===== src/rtl/pipe_ctrl_pkg.sv =====
// Shared types for the pipeline hazard controller: FSM states, forwarding selects,
// write-port and control-bundle structs.
package pipe_ctrl_pkg;

    typedef enum logic [1:0] {
        ST_RUN      = 2'd0,
        ST_LU_STALL = 2'd1,
        ST_BUS_WAIT = 2'd2
    } hz_state_e;

    localparam logic [1:0] FWD_RF    = 2'd0;
    localparam logic [1:0] FWD_EXMEM = 2'd1;
    localparam logic [1:0] FWD_MEMWB = 2'd2;

    localparam int NUM_OPS = 2;
    localparam int REG_W   = 5;

    typedef struct packed {
        logic             we;
        logic [REG_W-1:0] wr;
    } wr_port_t;

    typedef struct packed {
        logic pc_stop;
        logic if_id_stop;
        logic if_id_flush;
        logic id_ex_stop;
        logic id_ex_flush;
        logic ex_mem_stop;
    } ctrl_t;

endpackage


===== src/rtl/pipe_hazard_ctrl_if.sv =====
// Pipeline-to-hazard-controller bundle; master is the datapath, slave is the controller.
interface pipe_hazard_ctrl_if #(parameter int CNT_W = 32);

    logic [4:0]       id_rf_rr1, id_rf_rr2;
    logic             id_use_rs1, id_use_rs2;
    logic [4:0]       ex_rf_wr;
    logic             ex_rf_we, ex_is_load;
    logic [4:0]       ex_rf_rr1, ex_rf_rr2;
    logic [4:0]       mem_rf_wr, wb_rf_wr;
    logic             mem_rf_we, wb_rf_we;
    logic             ex_redirect, bus_busy;

    logic             pc_stop, if_id_stop, if_id_flush;
    logic             id_ex_stop, id_ex_flush, ex_mem_stop;
    logic [1:0]       fwd_a_sel, fwd_b_sel;
    logic             bus_err;
    logic [CNT_W-1:0] stall_cnt, flush_cnt;

    modport master (
        output id_rf_rr1, id_rf_rr2, id_use_rs1, id_use_rs2,
               ex_rf_wr, ex_rf_we, ex_is_load, ex_rf_rr1, ex_rf_rr2,
               mem_rf_wr, mem_rf_we, wb_rf_wr, wb_rf_we, ex_redirect, bus_busy,
        input  pc_stop, if_id_stop, if_id_flush, id_ex_stop, id_ex_flush, ex_mem_stop,
               fwd_a_sel, fwd_b_sel, bus_err, stall_cnt, flush_cnt
    );

    modport slave (
        input  id_rf_rr1, id_rf_rr2, id_use_rs1, id_use_rs2,
               ex_rf_wr, ex_rf_we, ex_is_load, ex_rf_rr1, ex_rf_rr2,
               mem_rf_wr, mem_rf_we, wb_rf_wr, wb_rf_we, ex_redirect, bus_busy,
        output pc_stop, if_id_stop, if_id_flush, id_ex_stop, id_ex_flush, ex_mem_stop,
               fwd_a_sel, fwd_b_sel, bus_err, stall_cnt, flush_cnt
    );

endinterface


===== src/rtl/haz_fwd_unit.sv =====
// Per-operand EX forwarding select; the younger EX_MEM result wins over MEM_WB.
module haz_fwd_unit
    import pipe_ctrl_pkg::*;
(
    input  logic [REG_W-1:0] src,
    input  wr_port_t         mem_wr,
    input  wr_port_t         wb_wr,
    output logic [1:0]       sel
);

    always_comb begin
        sel = FWD_RF;
        // x0 is hardwired zero, so a zero source never takes a bypass
        if (src != '0) begin
            if (mem_wr.we && mem_wr.wr == src)     sel = FWD_EXMEM;
            else if (wb_wr.we && wb_wr.wr == src)  sel = FWD_MEMWB;
        end
    end

endmodule


===== src/rtl/pipe_hazard_ctrl.sv =====
// 5-stage pipeline sequencer: load-use stalls, redirect flushes, bus-wait freeze, forwarding.
// Optional perf counters are built when HAZ_PERF_CNT_EN is defined.
module pipe_hazard_ctrl
    import pipe_ctrl_pkg::*;
#(
    parameter int LOAD_LAT    = 1,
    parameter int BUS_TIMEOUT = 255,
    parameter int CNT_W       = 32
) (
    input  logic              clk,
    input  logic              rst,
    pipe_hazard_ctrl_if.slave hz
);

    localparam logic [2:0] LU_INIT = 3'(LOAD_LAT - 1);

    hz_state_e  state, state_nx, ret_state, ret_nx, eff;
    logic [2:0] lu_cnt, lu_nx;
    logic [7:0] wait_cnt;
    logic       bus_err;
    logic       hazard;
    ctrl_t      ctl;

    assign hazard = hz.ex_is_load && hz.ex_rf_we && (hz.ex_rf_wr != '0) &&
                    ((hz.id_use_rs1 && hz.id_rf_rr1 == hz.ex_rf_wr) ||
                     (hz.id_use_rs2 && hz.id_rf_rr2 == hz.ex_rf_wr));

    // While frozen on the bus, behave as the state that was interrupted
    assign eff = (state == ST_BUS_WAIT) ? ret_state : state;

    always_ff @(posedge clk or posedge rst) begin
        if (rst) begin
            state     <= ST_RUN;
            ret_state <= ST_RUN;
            lu_cnt    <= '0;
        end else begin
            state     <= state_nx;
            ret_state <= ret_nx;
            lu_cnt    <= lu_nx;
        end
    end

    always_comb begin
        state_nx = state;
        ret_nx   = ret_state;
        lu_nx    = lu_cnt;
        if (hz.bus_busy) begin
            state_nx = ST_BUS_WAIT;
            ret_nx   = eff;
        end else if (hz.ex_redirect) begin
            state_nx = ST_RUN;
            lu_nx    = '0;
        end else if (eff == ST_LU_STALL) begin
            if (lu_cnt <= 3'd1) begin
                state_nx = ST_RUN;
                lu_nx    = '0;
            end else begin
                state_nx = ST_LU_STALL;
                lu_nx    = lu_cnt - 3'd1;
            end
        end else if (hazard && LOAD_LAT > 1) begin
            state_nx = ST_LU_STALL;
            lu_nx    = LU_INIT;
        end else begin
            state_nx = ST_RUN;
        end
    end

    always_comb begin
        ctl = '0;
        if (!rst) begin
            if (hz.bus_busy) begin
                ctl.pc_stop     = 1'b1;
                ctl.if_id_stop  = 1'b1;
                ctl.ex_mem_stop = 1'b1;
                ctl.id_ex_stop  = hazard;
            end else if (hz.ex_redirect) begin
                ctl.if_id_flush = 1'b1;
                ctl.id_ex_flush = 1'b1;
            end else if (eff == ST_LU_STALL || hazard) begin
                ctl.pc_stop     = 1'b1;
                ctl.if_id_stop  = 1'b1;
                ctl.id_ex_stop  = 1'b1;
            end
        end
    end

    always_ff @(posedge clk or posedge rst) begin
        if (rst) begin
            wait_cnt <= '0;
            bus_err  <= 1'b0;
        end else if (hz.bus_busy) begin
            if (wait_cnt != 8'hFF) wait_cnt <= wait_cnt + 8'd1;
            if (32'(wait_cnt) + 32'd1 >= 32'(BUS_TIMEOUT)) bus_err <= 1'b1;
        end else begin
            wait_cnt <= '0;
        end
    end

    logic [NUM_OPS-1:0][REG_W-1:0] ex_rr;
    logic [NUM_OPS-1:0][1:0]       fwd_sel;
    wr_port_t                      mem_p, wb_p;

    assign ex_rr = {hz.ex_rf_rr2, hz.ex_rf_rr1};
    assign mem_p = {hz.mem_rf_we, hz.mem_rf_wr};
    assign wb_p  = {hz.wb_rf_we, hz.wb_rf_wr};

    for (genvar i = 0; i < NUM_OPS; i++) begin : g_fwd
        haz_fwd_unit u_fwd (
            .src    (ex_rr[i]),
            .mem_wr (mem_p),
            .wb_wr  (wb_p),
            .sel    (fwd_sel[i])
        );
    end

    assign hz.pc_stop     = ctl.pc_stop;
    assign hz.if_id_stop  = ctl.if_id_stop;
    assign hz.if_id_flush = ctl.if_id_flush;
    assign hz.id_ex_stop  = ctl.id_ex_stop;
    assign hz.id_ex_flush = ctl.id_ex_flush;
    assign hz.ex_mem_stop = ctl.ex_mem_stop;
    assign hz.fwd_a_sel   = rst ? FWD_RF : fwd_sel[0];
    assign hz.fwd_b_sel   = rst ? FWD_RF : fwd_sel[1];
    assign hz.bus_err     = bus_err;

`ifdef HAZ_PERF_CNT_EN
    logic [CNT_W-1:0] stall_cnt, flush_cnt;

    always_ff @(posedge clk or posedge rst) begin
        if (rst) begin
            stall_cnt <= '0;
            flush_cnt <= '0;
        end else begin
            if (ctl.pc_stop && stall_cnt != '1)     stall_cnt <= stall_cnt + CNT_W'(1);
            if (ctl.if_id_flush && flush_cnt != '1) flush_cnt <= flush_cnt + CNT_W'(1);
        end
    end

    assign hz.stall_cnt = stall_cnt;
    assign hz.flush_cnt = flush_cnt;
`else
    assign hz.stall_cnt = '0;
    assign hz.flush_cnt = '0;
`endif

endmodule

===== src/flat_wrapper.sv =====
// flat-port wrapper written by rule: the top's interface ports become plain ports
module pipe_hazard_ctrl_flat import pipe_ctrl_pkg::*;
#(
    parameter int LOAD_LAT    = 1,
    parameter int BUS_TIMEOUT = 255,
    parameter int CNT_W       = 32
)
  (clk, rst, hz_id_rf_rr1, hz_id_rf_rr2, hz_id_use_rs1, hz_id_use_rs2, hz_ex_rf_wr, hz_ex_rf_we, hz_ex_is_load, hz_ex_rf_rr1, hz_ex_rf_rr2, hz_mem_rf_wr, hz_mem_rf_we, hz_wb_rf_wr, hz_wb_rf_we, hz_ex_redirect, hz_bus_busy, hz_pc_stop, hz_if_id_stop, hz_if_id_flush, hz_id_ex_stop, hz_id_ex_flush, hz_ex_mem_stop, hz_fwd_a_sel, hz_fwd_b_sel, hz_bus_err, hz_stall_cnt, hz_flush_cnt);
  pipe_hazard_ctrl_if #(.CNT_W(CNT_W)) hz_i ();
  input  logic clk;
  input  logic rst;
  input wire logic [$bits(hz_i.id_rf_rr1)-1:0] hz_id_rf_rr1;
  input wire logic [$bits(hz_i.id_rf_rr2)-1:0] hz_id_rf_rr2;
  input wire logic [$bits(hz_i.id_use_rs1)-1:0] hz_id_use_rs1;
  input wire logic [$bits(hz_i.id_use_rs2)-1:0] hz_id_use_rs2;
  input wire logic [$bits(hz_i.ex_rf_wr)-1:0] hz_ex_rf_wr;
  input wire logic [$bits(hz_i.ex_rf_we)-1:0] hz_ex_rf_we;
  input wire logic [$bits(hz_i.ex_is_load)-1:0] hz_ex_is_load;
  input wire logic [$bits(hz_i.ex_rf_rr1)-1:0] hz_ex_rf_rr1;
  input wire logic [$bits(hz_i.ex_rf_rr2)-1:0] hz_ex_rf_rr2;
  input wire logic [$bits(hz_i.mem_rf_wr)-1:0] hz_mem_rf_wr;
  input wire logic [$bits(hz_i.mem_rf_we)-1:0] hz_mem_rf_we;
  input wire logic [$bits(hz_i.wb_rf_wr)-1:0] hz_wb_rf_wr;
  input wire logic [$bits(hz_i.wb_rf_we)-1:0] hz_wb_rf_we;
  input wire logic [$bits(hz_i.ex_redirect)-1:0] hz_ex_redirect;
  input wire logic [$bits(hz_i.bus_busy)-1:0] hz_bus_busy;
  output wire logic [$bits(hz_i.pc_stop)-1:0] hz_pc_stop;
  output wire logic [$bits(hz_i.if_id_stop)-1:0] hz_if_id_stop;
  output wire logic [$bits(hz_i.if_id_flush)-1:0] hz_if_id_flush;
  output wire logic [$bits(hz_i.id_ex_stop)-1:0] hz_id_ex_stop;
  output wire logic [$bits(hz_i.id_ex_flush)-1:0] hz_id_ex_flush;
  output wire logic [$bits(hz_i.ex_mem_stop)-1:0] hz_ex_mem_stop;
  output wire logic [$bits(hz_i.fwd_a_sel)-1:0] hz_fwd_a_sel;
  output wire logic [$bits(hz_i.fwd_b_sel)-1:0] hz_fwd_b_sel;
  output wire logic [$bits(hz_i.bus_err)-1:0] hz_bus_err;
  output wire logic [$bits(hz_i.stall_cnt)-1:0] hz_stall_cnt;
  output wire logic [$bits(hz_i.flush_cnt)-1:0] hz_flush_cnt;
  assign hz_i.id_rf_rr1 = hz_id_rf_rr1;
  assign hz_i.id_rf_rr2 = hz_id_rf_rr2;
  assign hz_i.id_use_rs1 = hz_id_use_rs1;
  assign hz_i.id_use_rs2 = hz_id_use_rs2;
  assign hz_i.ex_rf_wr = hz_ex_rf_wr;
  assign hz_i.ex_rf_we = hz_ex_rf_we;
  assign hz_i.ex_is_load = hz_ex_is_load;
  assign hz_i.ex_rf_rr1 = hz_ex_rf_rr1;
  assign hz_i.ex_rf_rr2 = hz_ex_rf_rr2;
  assign hz_i.mem_rf_wr = hz_mem_rf_wr;
  assign hz_i.mem_rf_we = hz_mem_rf_we;
  assign hz_i.wb_rf_wr = hz_wb_rf_wr;
  assign hz_i.wb_rf_we = hz_wb_rf_we;
  assign hz_i.ex_redirect = hz_ex_redirect;
  assign hz_i.bus_busy = hz_bus_busy;
  assign hz_pc_stop = hz_i.pc_stop;
  assign hz_if_id_stop = hz_i.if_id_stop;
  assign hz_if_id_flush = hz_i.if_id_flush;
  assign hz_id_ex_stop = hz_i.id_ex_stop;
  assign hz_id_ex_flush = hz_i.id_ex_flush;
  assign hz_ex_mem_stop = hz_i.ex_mem_stop;
  assign hz_fwd_a_sel = hz_i.fwd_a_sel;
  assign hz_fwd_b_sel = hz_i.fwd_b_sel;
  assign hz_bus_err = hz_i.bus_err;
  assign hz_stall_cnt = hz_i.stall_cnt;
  assign hz_flush_cnt = hz_i.flush_cnt;
  pipe_hazard_ctrl #(.LOAD_LAT(LOAD_LAT), .BUS_TIMEOUT(BUS_TIMEOUT), .CNT_W(CNT_W)) u_core (.clk(clk), .rst(rst), .hz(hz_i));
endmodule

===== config.mk =====
export PLATFORM = sky130hd
export DESIGN_NAME = pipe_hazard_ctrl_flat
export DESIGN_NICKNAME = d
export VERILOG_FILES = /design/src/rtl/pipe_ctrl_pkg.sv /design/src/rtl/pipe_hazard_ctrl_if.sv /design/src/rtl/haz_fwd_unit.sv /design/src/rtl/pipe_hazard_ctrl.sv /design/src/flat_wrapper.sv
export SDC_FILE = /design/constraint.sdc
export NUM_CORES = 1
export LEC_CHECK = 0
export CORE_ASPECT_RATIO = 0.5
export CORE_UTILIZATION = 40
export CTS_CLUSTER_DIAMETER = 150
export CTS_CLUSTER_SIZE = 20
export DETAILED_ROUTE_END_ITERATION = 10
export PLACE_DENSITY = 0.88
export SYNTH_ARGS = -nofsm -noshare
export SYNTH_HDL_FRONTEND = slang
export SYNTH_SLANG_ARGS = --single-unit

===== constraint.sdc =====
create_clock -name clk -period 2.62 [get_ports clk]
set_input_delay 0.262 -clock clk [delete_from_list [all_inputs] [get_ports clk]]
set_output_delay 0.262 -clock clk [all_outputs]
set_load 0.01 [all_outputs]

Word-level counts from Yosys, hierarchy flattened:

Index checks and enable logic that the tools add are counted.

* register bits: 16
* bits of input ports: 45
* output and inout bits: 75

* add/sub/neg operators: 3
* $lt $le $gt $ge: 2
* equality and inequality tests: 10
* mux-type cells: 28
* bitwise logic cells: 1
* reduce and logical (&&, ||, !) cells: 17

Operators with widths (number)
* greater-or-equal comparator 32 x 8 -> 1 bit, second input constant: 1
* == test 5 bit: 6
* 2-to-1 mux 2 bit: 14
* 2-to-1 mux 8 bit: 2
* nonzero test 5 bit: 3
* adder 8 x 1 -> 9 bit, second input constant: 1
* logical AND 1 bit: 9
* 2-to-1 mux 3 bit: 3
* adder 8 x 1 -> 8 bit, second input constant: 1
* 2-to-1 mux 1 bit: 8
* inequality test 8 bit, second input constant: 1
* 2-to-1 mux 6 bit: 1
* AND reduction 2 bit: 2
* less-or-equal comparator 3 x 1 -> 1 bit, second input constant: 1
* subtractor 3 x 1 -> 3 bit, second input constant: 1
* == test 2 x 1 -> 1 bit, second input constant: 1
* == test 2 bit, second input constant: 1
* logical OR 1 bit: 2
* inequality test 2 x 1 -> 1 bit, second input constant: 1
* nonzero test 2 bit: 1
* inverter 1 bit: 1

Logic depth before layout (Yosys ltp):

Gate-level depths: netlist of the first run.

* depth in word-level cells: 9
* mapped depth: 6

By module:

From an unflattened synthesis of the first run, not the netlist that was laid out.

* cell total of the unflattened synthesis: 214
* area, all modules: 1794.2 sq um

Modules (own cells, without submodules)
* pipe_hazard_ctrl: instances 1, cells an instance 178, area each 1524.0 sq um, seq. area each 400.4 sq um
* haz_fwd_unit: instances 2, cells an instance 18, area each 135.1 sq um, seq. area each 0.0 sq um

Least setup slack after synthesis of the first run:

OpenSTA, ideal clock, no wires.

* kind: input-to-output
* start point: input port hz_ex_rf_wr[3]
* end point: output port hz_pc_stop
* arrival: 1.343 ns
* required time: 2.358 ns
* setup slack: 1.015 ns
* cell stages on the path: 5
* path through: xor2_1 nor4_1 a32oi_1 o21ai_0 buf_4

* longest elaborated chain between the ends: 9
* elaborated cells between the ends (all ways): 13
* classes of those cells: eq/ne: 2; mux: 4; reduce/logical: 7

RTL lines
* start, declared: line flat_wrapper.sv:16 `input wire logic [$bits(hz_i.ex_rf_wr)-1:0] hz_ex_rf_wr;`
* == test 5 bit (on tied branches): line pipe_hazard_ctrl.sv:25, pipe_hazard_ctrl.sv:26
* logical AND 1 bit (on tied branches): line pipe_hazard_ctrl.sv:25, pipe_hazard_ctrl.sv:26
* logical OR 1 bit: line pipe_hazard_ctrl.sv:25 `((hz.id_use_rs1 && hz.id_rf_rr1 == hz.ex_rf_wr) ||`
* logical AND 1 bit (*): line pipe_hazard_ctrl.sv:24 `assign hazard = hz.ex_is_load && hz.ex_rf_we && (hz.ex_rf_wr != '0) &&`
* logical OR 1 bit (*): line pipe_hazard_ctrl.sv:80 `end else if (eff == ST_LU_STALL || hazard) begin`
* 2-to-1 mux 2 bit (*): line pipe_hazard_ctrl.sv:80
* 2-to-1 mux 2 bit (*): line pipe_hazard_ctrl.sv:77 `end else if (hz.ex_redirect) begin`
* 2-to-1 mux 2 bit (*): line pipe_hazard_ctrl.sv:72 `if (hz.bus_busy) begin`
* 2-to-1 mux 6 bit (*): line pipe_hazard_ctrl.sv:71 `if (!rst) begin`
* end, declared: line flat_wrapper.sv:27 `output wire logic [$bits(hz_i.pc_stop)-1:0] hz_pc_stop;`

Every way passes the cells marked *; elsewhere a longest branch is shown, timed or not.

Worst setup path in the final report of the first run:

* start point: input port hz_ex_rf_rr1[1]
* end point: output port hz_fwd_a_sel[1]

* longest elaborated chain between the ends: 6
* elaborated cells between the ends (all ways): 9
* classes of those cells: eq/ne: 2; mux: 4; reduce/logical: 3

RTL lines
* start, declared: line flat_wrapper.sv:19 `input wire logic [$bits(hz_i.ex_rf_rr1)-1:0] hz_ex_rf_rr1;`
* == test 5 bit: line haz_fwd_unit.sv:16 `else if (wb_wr.we && wb_wr.wr == src) sel = FWD_MEMWB;`
* logical AND 1 bit: line haz_fwd_unit.sv:16
* 2-to-1 mux 2 bit: line haz_fwd_unit.sv:16
* 2-to-1 mux 2 bit: line haz_fwd_unit.sv:15 `if (mem_wr.we && mem_wr.wr == src) sel = FWD_EXMEM;`
* 2-to-1 mux 2 bit (*): line haz_fwd_unit.sv:14 `if (src != '0) begin`
* 2-to-1 mux 2 bit (*): line pipe_hazard_ctrl.sv:123 `assign hz.fwd_a_sel = rst ? FWD_RF : fwd_sel[0];`
* end, declared: line flat_wrapper.sv:33 `output wire logic [$bits(hz_i.fwd_a_sel)-1:0] hz_fwd_a_sel;`

Marked as above.

==> results of run 1 <==
==> cells in the mapped netlist, types with 2 or more instances <==
| library cell | instances |
|---|---|
| nor4_1 | 4 |
| nor2b_1 | 3 |
| ha_1 | 4 |
| and4_1 | 2 |
| nor2_1 | 13 |
| o31ai_1 | 2 |
| nand3_1 | 3 |
| o21a_1 | 2 |
| dfrtp_1 | 16 |
| a21oi_1 | 6 |
| and3_1 | 2 |
| nand4_1 | 2 |
| buf_4 | 66 |
| nand2_1 | 8 |
| or4_1 | 2 |
| nor3_1 | 4 |
| xnor2_1 | 17 |
| xor2_1 | 18 |
| inv_1 | 9 |
| o21ai_0 | 4 |
| a41oi_1 | 2 |
==> power by group through the flow <==
stage / logic [uW] / clock network (uW) / registers (uW)
2_1_floorplan: 198 / 0 / 268
3_3_place_gp: 230 / 0 / 269
3_5_place_dp: 239 / 0 / 270
4_1_cts: 239 / 221 / 266
5_1_grt: 262 / 234 / 267
6_report: 240 / 217 / 266
==> registers in the layout (all words and copies together) (netlist names) <==
| name | cells |
|---|---|
| u_core.wait_cnt | 8 |
| u_core.lu_cnt | 3 |
| u_core.ret_state | 2 |
| u_core.state | 2 |
| u_core.hz.bus_err | 1 |
==> worst register-to-register path, cell delays in order (launching register included) <==
cell and delay (ns):
dfrtp_1 0.40, ha_1 0.37, and3_2 0.28, nand3_2 0.17, a211oi_1 0.29
==> routing by layer <==
layer | track usage [%] | wire length [um] | share of wire [%]
met2 | 31.4 | 2040 | 55
met5 | 0 | 0 | 0
met4 | 7.58 | 44 | 1.2
met3 | 1.70 | 192 | 5.2
met1 | 14.7 | 1440 | 39
==> cell type report <==
cell class / instances / area share (%)
clock buffers: 4 / 2.45
well taps: 54 / 3.00
inverters: 9 / 1.50
multi-input cells: 186 / 50.1
flip-flops and latches: 16 / 17.8
repair buffers: 57 / 25.1
==> metrics by stage <==
step / utilization [%] / cell area [um2]
2_1_floorplan: - / 2070
3_3_place_gp: 53.0 / 2200
3_5_place_dp: 53.0 / 2200
4_1_cts: 54.3 / 2250
5_1_grt: 54.3 / 2250
6_report: 54.3 / 2250
==> worst paths after layout <==
| kind | startpoint | end | depth (start not counted) |
|---|---|---|---|
| max reg2reg | u_core.wait_cnt[0] | u_core.wait_cnt[1] | 4 |
| max in group asynchronous | rst | u_core.wait_cnt[7] | 3 |
| min | u_core.hz.bus_err | u_core.hz.bus_err | 2 |
| min in group asynchronous | rst | u_core.state[0] | 3 |
| max | hz_ex_rf_rr1[1] | hz_fwd_a_sel[1] | 6 |
| min reg2reg | u_core.hz.bus_err | u_core.hz.bus_err | 2 |
==> kinds of logic (layout without fill, tap and decap cells) <==
logic type | Yosys count | after routing | synth area share, %
adders and majority gates | 4 | 4 | 2.73
buffers and inverters | 77 | 70 | 29.4
xor gates and xnor gates | 35 | 35 | 16.7
AOI/OAI and AO/OA | 29 | 29 | 11.9
and+or+nand+nor | 53 | 53 | 16.5
other | 1 | 64 | 0.205
DFF | 16 | 16 | 21.9
muxes | 1 | 1 | 0.615
==> run summary, run 1 <==
share of layout cells above drive strength 1 - 6.25%
CP max FO - 3
Critical Path AT - 2.19 ns
critical path's largest stage delay - 0.54 ns
Pins Over Slew Limit - 0
crit start category - input port
RSZ-0062 raised after global routing - no
Via density - 4.48
H-tree depth - 1
post-route clock period utilization - 93.6%
hold crit path type - reg -> reg
Post-route DRC - 4
failing checks - design-rule violations
maximum number of pins on one net before global-route repair - 17
initial antenna violation count - 0
clk_lat worst skew - 0.25 ns
post-synthesis cell count - 216
# nets final - 322
flop2flop setup slack - 1.01 ns
cell taking the most area after synthesis - buf_4
Die X - 97.7 um
Place WS - 0.131 ns
Rows - 16
most frequent cells in the layout - conb_1, clkdlybuf4s50_1, xor2_1
syn_area_per_cell - 8.47 um2
CTS sink count - 16
slowest CP cell - or4_1
clock network power share - 30.0%
CP endpoint kind - output pin
First-pass DRT Iterations - 7
CP cell instances - clkdlybuf4s50_1 -> or4_1 -> nor2_1 -> nor2_1 -> and4_1 -> clkdlybuf4s50_1
first-pass GRT wire length - 5.81 mm
max frequency - 0.408 GHz
CTS Buf Count - 3
Design Power - 723 uW
vias in the first global route - 1,340
Placed Cells incl. Taps - 322
Yosys cell types - 48
Reg area - 400 um2
Req. time, crit path - 2.36 ns
Critical path buffers and inverters - 2
Max-Cap Viols - 0
IO buf count - 55
Post-DP HPWL - 3.21 mm
YS warnings - 0
Post-DRT Antenna Nets - 0
Post-CTS Setup Inserts - 0
diodes inserted - 0
P_sw - 218 uW
Final TNS setup - 0 ns
post-synth top area share - 27.1%
Post-CTS Resized - 0
Setup Skew - 0.00207 ns
non-filler cells, final - 326
hold_buf cts - 0
Max VDD drop - 186 uV
FF+latch count, synth - 16
total grt overflow - 0
sequential area share after synthesis - 21.9%
status - complete, but fails checks
Power Internal - 505 uW
CTS tree - done
mapped cell area - 1830 um2
Multi-input gate area - 1130 um2
fill count - 376
routability-driven placement congestion ratio - 0.873
Post-synth EDFFs - 0
I/O pin cnt - 120
detailed-route via count - 1,462
Combinational Power Share - 33.2%
maximum buffer depth of the clock tree - 2
hold slack final - 0.486 ns
min cycle time layout - 2.45 ns
core footprint - 4140 um2
most common cell after layout, fill and taps aside - conb_1
final worst slack - 0.168 ns
Setup Crit Path Kind - in -> out
DR WL/cell - 11.4 um
synth top area cells - buf_4, dfrtp_1, xor2_1
leakage - 0.00101 uW
sw frac - 30.2%
initial DRC count - 40
dominant register cell in the synthesized netlist - dfrtp_1
CP delay by family, top - simple AND/OR/NAND/NOR gates
Total GRT Usage - 14.9%
Hold Fails Final Rpt - 0
chip height - 49.8 um
clock-pin slew on the worst setup and hold paths - 0.06 ns
DIE AREA - 4870 um2
CTS Root Cell - clkbuf_8
Seq pwr share - 36.8%
Power per Cell Area - 321 nW/um2
initial core utilization - 44.2%
# setup viols final - 0
Area Growth Syn to Fin - 23.0%
WL final - 3.71 mm
async set or reset register ratio after synthesis - 100%
(Power assumes the default switching activity.)
==> run 2, diff against run 1 <==
- CORE_UTILIZATION: 40 -> 39
- PLACE_DENSITY: 0.88 -> 0.87
- SKIP_LAST_GASP: unset -> 1
- SYNTH_HIERARCHICAL: unset -> 1
==> run 2 against run 1 <==
  * The run still ends with design-rule violations left
  * Sequential share of layout area is 0.20 points higher
  * Fmax is 1.9% lower
  * Power is 4.0% lower
  * Critical endpoint is now hz_pc_stop
  * Largest power group unchanged
==> run summary, run 2 <==
Post-DRT Antenna Nets - 0
dominant register cell in the synthesized netlist - dfrtp_1
H-tree depth - 1
CTS Root Cell - clkbuf_8
# nets final - 321
Via density - 4.34
hold crit path type - reg -> reg
HP Start - u_core/hz.bus_err
complex-gate fraction of the synthesized area - 8.79%
async set or reset register ratio after synthesis - 100%
First-pass DRT Iterations - 7
Post-CTS Setup Inserts - 0
Post-synth EDFFs - 0
worst r2r src - u_core/lu_cnt[1]
post-synth top area share - 27.6%
Worst Hold Path EP - u_core/hz.bus_err
worst flop-to-flop path endpoint - u_core/lu_cnt[0]
FF+latch count, synth - 16
Rows - 17
# setup viols final - 0
CTS Buf Count - 3
Design Power - 694 uW
DIE AREA - 4890 um2
Hold Fails Final Rpt - 0
failing checks - design-rule violations
post-synthesis cell count - 214
status - complete, but fails checks
CP max FO - 3
initial DRC count - 67
Post-DP HPWL - 3.05 mm
Max VDD drop - 211 uV
post-route clock period utilization - 95.4%
Area Growth Syn to Fin - 24.1%
Die X - 97.9 um
detailed-route via count - 1,425
leakage - 0.000977 uW
combinational family with the most area after synthesis - buffers and inverters
most frequent CP cell - clkdlybuf4s50_1
Pins Over Slew Limit - 0
DR WL/cell - 10.7 um
most common cell after layout, fill and taps aside - conb_1
CP cell instances - clkdlybuf4s50_1 -> xor2_1 -> nor4_1 -> a32oi_1 -> o22ai_1 -> clkdlybuf4s50_1
crit start category - input port
hold_buf cts - 0
Critical Path AT - 2.24 ns
syn_area_per_cell - 8.38 um2
Power per Cell Area - 312 nW/um2
max reg flops - 8
Top Registers - u_core/wait_cnt: 8 flops, u_core/lu_cnt: 3 flops
largest register by flop count - u_core/wait_cnt
YS warnings - 6
Worst Reg-to-Reg Cells - 6
WL final - 3.52 mm
Post-synth top cells - buf_4, xor2_1, dfrtp_1, xnor2_1, nor2_1
clk_lat worst skew - 0.24 ns
Setup Skew - 0.00313 ns
CP endpoint kind - output pin
maximum number of pins on one net before global-route repair - 17
fill count - 407
most frequent cells in the layout - conb_1, clkdlybuf4s50_1, xor2_1
min cycle time layout - 2.50 ns
I/O pin cnt - 120
diodes inserted - 0
share of layout cells above drive strength 1 - 5.17%
maximum buffer depth of the clock tree - 2
Post-CTS Resized - 0
Req. time, crit path - 2.36 ns
xor/xnor share of the synthesized area - 16.6%
initial antenna violation count - 0
worst hold path cell count - 1
initial core utilization - 40.8%
Post-Synth Simple-Gate Area - 18.9%
max frequency - 0.400 GHz
synth top area cells - buf_4, dfrtp_1, xor2_1
total grt overflow - 0
clock-pin slew on the worst setup and hold paths - 0.06 ns
slowest CP cell - clkdlybuf4s50_1
Post-route DRC - 5
Max-Cap Viols - 0
Placed Cells incl. Taps - 324
RSZ-0062 raised after global routing - no
Final TNS setup - 0 ns
cell taking the most area after synthesis - buf_4
mapped cell area - 1790 um2
chip height - 50.0 um
IO buf count - 55
sequential area share after synthesis - 22.3%
Yosys cell types - 42
vias in the first global route - 1,382
Total GRT Usage - 14.3%
core footprint - 4400 um2
Setup Crit Path Kind - in -> out
routability-driven placement congestion ratio - 0.825
non-filler cells, final - 328
critical path's largest stage delay - 0.59 ns
most frequent cell after synthesis - buf_4
CTS tree - done
CTS sink count - 16
flop2flop setup slack - 1.06 ns
Synth Area in Adders - 2.79%
first-pass GRT wire length - 5.73 mm
post-synthesis mux area share - 0.628%
==> run 2: worst max path at each step <==
stage,slack (ns),to,from,cells after the start
finish,0.12,hz_pc_stop,hz_ex_rf_wr[3],6
global route,0.01,hz_pc_stop,hz_ex_rf_wr[2],6
CTS,0.11,hz_pc_stop,hz_ex_rf_wr[2],6
detailed placement,0.11,hz_pc_stop,hz_ex_rf_wr[2],6
global placement,0.22,hz_pc_stop,hz_ex_rf_wr[3],6
floorplan,1.03,hz_pc_stop,u_core/state[0],5
==> run 2: metrics by stage <==
stage                     instance area [um2]  hold slack (ns)  worst slack (ns)  util, %
after CTS                                2230            0.487             0.109     50.6
after global placement                   2170            0.467             0.225     49.3
final                                    2230            0.487             0.119     50.6
after global routing                     2230            0.509            0.0114     50.6
after detailed placement                 2170            0.472             0.107     49.3
after floorplan                          2030            0.184              1.03        -
==> run 2: layout make-up <==
class	count	area, um2	share of cell area (%)
sequential	16	400	18.0
tap	57	71.3	3.20
clock buffer	4	55.1	2.47
multi-input combinational	185	1100	49.2
timing repair buffer	58	573	25.7
inverter	8	30.0	1.35
==> run 2: kinds of logic after synthesis <==
| kind of cell | Yosys count |
|---|---|
| xor+xnor | 34 |
| mux | 1 |
| compound gates | 23 |
| fa+ha+maj | 4 |
| buf+inv | 76 |
| other cells | 1 |
| flops | 16 |
| simple gates | 59 |
==> run 2: per-layer routing <==
layer / part of all wire (%) / global-route usage [%] / up-vias
met4: 0.60 / 4.04 / 0
met5: 0 / 0 / -
met1: 38 / 14.6 / 658
met2: 56 / 30.3 / 65
met3: 5.3 / 2.13 / 4
li1: - / - / 698
==> run 2: power breakdown <==
part / internal, uW / switching [uW]
logic: 107 / 114
clock network: 133 / 81.8
registers: 252 / 6.58
total: 492 / 202
==> run 2: worst max-delay path, delay by kind of cell <==
family / cells / cell delay [ns]
xor+xnor: 1 / 0.19
buf+inv: 2 / 1.06
compound gates: 2 / 0.41
simple gates: 1 / 0.32
